**config.mk**
```make
export PLATFORM = sky130hd
export DESIGN_NAME = mem_access_ctrl
export DESIGN_NICKNAME = d
export VERILOG_FILES = /design/src/rtl/mem_access_ctrl.sv
export SDC_FILE = /design/constraint.sdc
export NUM_CORES = 1
export LEC_CHECK = 0
export CORE_ASPECT_RATIO = 0.8
export CORE_UTILIZATION = 30
export CTS_CLUSTER_DIAMETER = 60
export CTS_CLUSTER_SIZE = 16
export DETAILED_ROUTE_END_ITERATION = 10
export GPL_TIMING_DRIVEN = 0
export PLACE_DENSITY = 0.68
export SYNTH_ARGS = -nofsm -noshare
export SYNTH_HDL_FRONTEND = slang
export SYNTH_SLANG_ARGS = --single-unit
```
**constraint.sdc**
```tcl
create_clock -name clk -period 1.9 [get_ports clk]
set_clock_uncertainty 0.15 [all_clocks]
set_input_delay 0.475 -clock clk [delete_from_list [all_inputs] [get_ports clk]]
set_output_delay 0.475 -clock clk [all_outputs]
set_load 0.02 [all_outputs]
```
**src/rtl/mem_access_ctrl.sv**
```systemverilog
// mem_access_ctrl: MEM-stage data memory access sequencer.
// Latches one load/store from EX/MEM and runs it on a req/ack
// memory port. It stalls the front of the pipe while the access
// is outstanding and hands load data to MEM/WB.
// Ports: clk, rst (sync, active-high);
//   EX/MEM side: mem_read, mem_write, addr_in, wdata_in;
//   memory side: mem_req, mem_we, mem_addr, mem_wdata, mem_ack, mem_rdata;
//   pipeline side: stall, rdata_out, rdata_valid, err.
// Optional macro MEM_TIMEOUT_EN adds an ACCESS cycle counter. When it
// reaches TIMEOUT_CYCLES, the access is aborted and err is set (sticky).
module mem_access_ctrl #(
   parameter int unsigned TIMEOUT_CYCLES = 15
) (
   input  logic        clk,
   input  logic        rst,
   input  logic        mem_read,
   input  logic        mem_write,
   input  logic [31:0] addr_in,
   input  logic [31:0] wdata_in,
   output logic        mem_req,
   output logic        mem_we,
   output logic [31:0] mem_addr,
   output logic [31:0] mem_wdata,
   input  logic        mem_ack,
   input  logic [31:0] mem_rdata,
   output logic        stall,
   output logic [31:0] rdata_out,
   output logic        rdata_valid,
   output logic        err
);

   if (TIMEOUT_CYCLES < 1 || TIMEOUT_CYCLES > 255) begin : g_bad_param
      $error("TIMEOUT_CYCLES must be in 1..255");
   end

   typedef enum logic [1:0] {
      IDLE   = 2'd0,
      ACCESS = 2'd1,
      DONE   = 2'd2
   } state_t;

   state_t      state_q, state_d;
   logic        mem_req_q, mem_req_d;
   logic        mem_we_q, mem_we_d;
   logic [31:0] mem_addr_q, mem_addr_d;
   logic [31:0] mem_wdata_q, mem_wdata_d;
   logic [31:0] rdata_q, rdata_d;
   logic        rvalid_q, rvalid_d;

`ifdef MEM_TIMEOUT_EN
   localparam logic [7:0] CNT_LAST = 8'(TIMEOUT_CYCLES - 1);
   logic [7:0]  cnt_q, cnt_d;
   logic        err_q, err_d;
`endif

   // DONE is a bubble: EX/MEM advances there, so the new
   // instruction must not be taken until the next IDLE cycle.
   always_comb begin
      state_d     = state_q;
      mem_req_d   = 1'b0;
      mem_we_d    = mem_we_q;
      mem_addr_d  = mem_addr_q;
      mem_wdata_d = mem_wdata_q;
      rdata_d     = rdata_q;
      rvalid_d    = 1'b0;
`ifdef MEM_TIMEOUT_EN
      cnt_d       = cnt_q;
      err_d       = err_q;
`endif
      unique case (state_q)
         IDLE: begin
            if (mem_read || mem_write) begin
               state_d     = ACCESS;
               mem_req_d   = 1'b1;
               mem_we_d    = mem_write;
               mem_addr_d  = addr_in;
               mem_wdata_d = wdata_in;
`ifdef MEM_TIMEOUT_EN
               cnt_d       = 8'd0;
`endif
            end
         end
         ACCESS: begin
            if (mem_ack) begin
               state_d = DONE;
               if (!mem_we_q) begin
                  rdata_d  = mem_rdata;
                  rvalid_d = 1'b1;
               end
            end
`ifdef MEM_TIMEOUT_EN
            else if (cnt_q == CNT_LAST) begin
               // Abort: loads still get a (zero) result so WB retires.
               state_d  = DONE;
               err_d    = 1'b1;
               rdata_d  = 32'd0;
               rvalid_d = !mem_we_q;
            end else begin
               mem_req_d = 1'b1;
               cnt_d     = cnt_q + 8'd1;
            end
`else
            else begin
               mem_req_d = 1'b1;
            end
`endif
         end
         DONE: begin
            state_d = IDLE;
         end
         default: begin
            state_d = IDLE;
         end
      endcase
   end

   always_ff @(posedge clk) begin
      if (rst) begin
         state_q     <= IDLE;
         mem_req_q   <= 1'b0;
         mem_we_q    <= 1'b0;
         mem_addr_q  <= 32'd0;
         mem_wdata_q <= 32'd0;
         rdata_q     <= 32'd0;
         rvalid_q    <= 1'b0;
`ifdef MEM_TIMEOUT_EN
         cnt_q       <= 8'd0;
         err_q       <= 1'b0;
`endif
      end else begin
         state_q     <= state_d;
         mem_req_q   <= mem_req_d;
         mem_we_q    <= mem_we_d;
         mem_addr_q  <= mem_addr_d;
         mem_wdata_q <= mem_wdata_d;
         rdata_q     <= rdata_d;
         rvalid_q    <= rvalid_d;
`ifdef MEM_TIMEOUT_EN
         cnt_q       <= cnt_d;
         err_q       <= err_d;
`endif
      end
   end

   assign stall = (state_q == ACCESS) ||
                  ((state_q == IDLE) && (mem_read || mem_write));

   assign mem_req     = mem_req_q;
   assign mem_we      = mem_we_q;
   assign mem_addr    = mem_addr_q;
   assign mem_wdata   = mem_wdata_q;
   assign rdata_out   = rdata_q;
   assign rdata_valid = rvalid_q;

`ifdef MEM_TIMEOUT_EN
   assign err = err_q;
`else
   assign err = 1'b0;
`endif

endmodule

```
After elaboration in Yosys (flattened, before gate mapping)
Index checks and enable logic that the tools add are counted.
Widths: inputs -> output; s select.
{"block": "op_classes", "n_bitwise": 3, "shift": 0, "n_div": 0, "mul": 0, "n_eq_ne": 3, "n_addsub": 0, "n_lt_le_gt_ge": 0, "muxes": 7, "n_reduce_logical": 8}
{"cell": "$mux 2", "count": 2}
{"cell": "$ne 2x2->1 const B", "count": 2}
{"cell": "$pmux 2 s2", "count": 1}
{"cell": "$reduce_and 2->1", "count": 2}
{"cell": "$mux 1", "count": 3}
{"cell": "$not 1->1", "count": 3}
{"cell": "$reduce_and 3->1", "count": 1}
{"cell": "$reduce_or 3->1", "count": 1}
{"cell": "$eq 2x1->1 const B", "count": 1}
{"cell": "$logic_not 2->1", "count": 1}
{"cell": "$logic_or 1x1->1", "count": 2}
{"cell": "$pmux 1 s2", "count": 1}
{"cell": "$logic_and 1x1->1", "count": 1}
{"block": "word_totals", "mem_bits_rw": 0, "mem_bits_ro": 0, "latchBits": 0, "memories": 0, "regBits": 101, "out_inout_bits": 101, "input_bits": 101, "elab_cells": 28}

Depth between registers and ports, before layout
{"block": "logic_depth", "depth_word": 3, "ltp_mapped": 5, "depth_no_buf": 3}

Worst setup path before layout
No wires, ideal clock.
{"block": "synth_path", "path_type": "input-to-reg", "startpoint": "in mem_write", "endpoint": "reg mem_addr_q[0] (netlist: mem_addr[0])", "required_ns": 1.678, "setup_slack_ns": 0.466, "cell_stages": 5, "setup_ns": 0.072, "n_path_buf": 2, "arrival_ns": 1.212, "cell_sequence": "nor2_1 > nor3_2 > buf_4 > buf_6 > mux2i_1"}
{"block": "synth_via", "elab_chain_cells": 2}
{"item": "start: declaration", "line": "17", "source": "input logic mem_write,"}
{"item": "$logic_or 1x1->1", "line": "72", "source": "if (mem_read || mem_write) begin"}
{"item": "$reduce_and 2->1 (no source line)"}
{"item": "end signal: assignment", "line": "134", "source": "mem_addr_q <= mem_addr_d;"}
{"item": "end: declaration", "line": "45", "source": "logic [31:0] mem_addr_q, mem_addr_d;"}
No other way between the ends.
A chain may end at the register's enable or synchronous reset.

Final worst setup path
{"block": "layout_path", "startpoint": "reg state_q[0]", "endpoint": "out stall"}
{"block": "layout_via", "elab_chain_cells": 3, "word_cells_on_any_way": 4, "classes_between": "eq/ne: 1; reduce/logical: 3"}
{"item": "start: declaration", "line": "42", "source": "state_t state_q, state_d;"}
{"item": "start signal: assignment", "line": "131", "source": "state_q <= state_d;"}
{"item": "$logic_not 2->1", "line": "146", "source": "((state_q == IDLE) && (mem_read || mem_write));"}
{"item": "$logic_and 1x1->1", "line": "146"}
{"item": "$logic_or 1x1->1 *", "line": "145", "source": "assign stall = (state_q == ACCESS) ||"}
{"item": "end: declaration", "line": "26", "source": "output logic stall,"}
Mark *: on every way between the ends. The rest lies on a longest branch, timed or not.

==> impl_metrics.json <==
{
  "leakagePower_nw": 2.97,
  "start_kind": "flop",
  "finalPower_mw": 5.28,
  "syn_area_sq_um": 4150,
  "drt_iter0_drc": 113,
  "hold_violations": 0,
  "grt_pass1_vias": 3609,
  "worstPathArrival_ps": 1150,
  "clk_pin_slew_ps": 70,
  "rsz0062_at_grt": "false",
  "clkLatencyLatePin_ps": 350,
  "crit_family": "flip-flops",
  "pwr-share-clk_pct": 33.9,
  "syn-num-nets": 540,
  "crit_path_cell_trace": "nor3_2 -> nor2_1 -> buf_4",
  "core-area_sq_um": 13600,
  "yosys.area.top_type": "dfxtp_1",
  "multi_input_area_sq_um": 1970,
  "floorplan.initialDensity_pct": 30.6,
  "cts_max_path_buffers": 2,
  "vias_per_cell": 4.27,
  "routed-via-count": 3561,
  "yosys-top-cells-count": "nand2b_1 (129), dfxtp_1 (101), mux2i_1 (64), nand2_1 (64), a21oi_1 (32)",
  "cts_setup_buffers": 0,
  "htree_num_levels": 3,
  "avgSynthCellArea_sq_um": 9.46,
  "wirelength_microns": 11200,
  "postCtsHoldBufs": 0,
  "gr-total-overflow": 0,
  "synth.most_common_cell": "nand2b_1",
  "die_h_microns": 107,
  "cts_sinks": 101,
  "synth_top_area_share_pct": 48.7,
  "finalSetupViolations": 0,
  "yosysSeqAreaShare_pct": 48.7,
  "ys_ff_latch": 101,
  "slowest_delay_ps": 480,
  "cts_tree": "yes",
  "area_growth_pct": 57.8,
  "die_area_sq_um": 14300,
  "grt_usage_pct": 16.0,
  "die_w_microns": 134,
  "netlist_instances": 439,
  "tns_ps": 0,
  "slowest_stage": "dfxtp_1",
  "worst-path-buf-inv": 1,
  "fin_crit_ps": 1780,
  "nFillCells": 1324,
  "yosys_warnings": 0,
  "final_nets": 750,
  "regArea_sq_um": 2020,
  "grt_pass1_wl_microns": 18000,
  "worst_setup_path_end_kind": "output pin",
  "hp-class": "reg -> reg",
  "first_pass_iters": 4,
  "sw_frac_of_total_pct": 28.2,
  "wire_per_inst_microns": 13.4,
  "crit_type": "reg -> out",
  "fin_crit_sh_pct": 93.6,
  "place_hpwl_microns": 8320,
  "drv_slew": 0,
  "place_ws_ps": -475,
  "core.rowCount": 38,
  "gp_congestion": 0.759,
  "crit_path_max_fanout": 7,
  "p_sw_mw": 1.49,
  "pwr-share-comb_pct": 21.2,
  "cap_viol_max_count": 0,
  "p_int_mw": 3.79,
  "ir_drop_mv": 0.565,
  "io_buffers": 199,
  "final_area_sq_um": 6550,
  "place_area_sq_um": 6370,
  "async_flop_share_pct": 0,
  "status": "finished clean",
  "synth.distinct_cells": 20,
  "p_seq_share_pct": 44.9,
  "fmax_ghz": 0.562,
  "ios": 202,
  "ant_nets": 0,
  "post-route-worst-setup-slack_ps": 121,
  "grt_antenna_before_repair": 0,
  "holdWs_ps": 303,
  "drc": 0,
  "cts-buffers-inserted": 9,
  "synth_edf_count": 0,
  "power.density_nw_per_um2": 805,
  "synthFlopType": "dfxtp_1",
  "drive_gt1_share_pct": 5.81,
  "netlist_top_cells_area": "dfxtp_1 (49%), nand2b_1 (19%), mux2i_1 (15%)",
  "diodes": 0,
  "root_buffer": "clkbuf_16",
  "grt_max_degree": 19,
  "crit_required_ps": 1270,
  "r2r_slack_ps": 350
}
-- final cells by class --
cell class              count  area share [%]
plain buffers              34            2.69
clock buffers              10            3.65
clock inverters             6           0.783
multi-input cells         304            30.0
flip-flops and latches    101            30.9
well taps                 180            3.44
repair buffers            199            28.5
-- cells in the final DEF (no fill, tap or decap) --
| cell | instances |
|---|---|
| nand2b_1 | 129 |
| dfxtp_1 | 101 |
| dlygate4sd2_1 | 99 |
| clkdlybuf4s50_1 | 97 |
| mux2i_1 | 64 |
| nand2_1 | 64 |
| a21oi_1 | 32 |
| clkbuf_1 | 17 |
| buf_2 | 12 |
| clkbuf_16 | 9 |
| buf_6 | 4 |
| nor2_1 | 3 |
| inv_6 | 3 |
| o21ba_2 | 2 |
| buf_4 | 2 |
| clkinv_4 | 2 |
| dlymetal6s2s_1 | 2 |
| nor3_2 | 1 |
| nor3_4 | 1 |
| and4bb_1 | 1 |
| nand4bb_1 | 1 |
| nor3b_1 | 1 |
| or4b_1 | 1 |
| o21ai_0 | 1 |
| nand3b_1 | 1 |
| nor3_1 | 1 |
| conb_1 | 1 |
| clkbuf_8 | 1 |
| clkinvlp_4 | 1 |
-- flip-flops by register name (all words and copies together) (netlist names) --
name	cells
mem_we	1
rdata_out	32
mem_addr	32
rdata_valid	1
mem_req	1
state_q	2
mem_wdata	32
-- per-layer routing --
layer / track usage [%] / wire (microns) / vias to the layer above
met3: 6.29 / 915 / 10
met5: 0 / 0 / -
met4: 5.11 / 134 / 0
met1: 19.9 / 5040 / 1607
met2: 25.3 / 5070 / 116
li1: - / - / 1828
-- power groups by stage --
stage               Clock (mW)  Combinational [mW]  Sequential [mW]
global route              1.95                1.20             2.39
finish                    1.79                1.12             2.37
global placement             0                1.22             2.41
CTS                       1.87                1.13             2.37
floorplan                    0               0.418             2.60
detailed placement           0                1.24             2.42
-- timing repair --
item | 4_1_cts | 5_1_grt
pin swaps | 1 | 0
setup endpoints to repair | 105 | 56
gates resized for setup | 103 | 6
-- cells by family after synthesis --
kind of cell           count (synthesis)  synth area share [%]
other                                  1                0.0903
AO/OA/AOI/OAI                         35                  4.46
flip-flops                           101                  48.7
buffers and inverters                 34                  4.16
AND/OR/NAND/NOR                      204                  27.2
multiplexers                          64                  15.4
-- path summary, 6_finish.rpt --
check / start / end / cells after the start
hold reg to reg: rdata_out[20] / rdata_out[20] / 2
setup reg to reg: state_q[1] / rdata_out[19] / 5
setup / recovery: state_q[0] / stall / 3
hold / removal: rdata_out[20] / rdata_out[20] / 2
-- stage by stage --
stage / util [%] / std cells
after floorplan: - / 439
after global placement: 47.0 / 818
after detailed placement: 47.0 / 818
after CTS: 48.2 / 834
after global routing: 48.4 / 834
final: 48.4 / 834
-- worst min-delay path: stages (launching register included) --
cell and delay, ps:
dfxtp_1 310, nand2_1 50, a21oi_1 50
(Power assumes the default switching activity.)
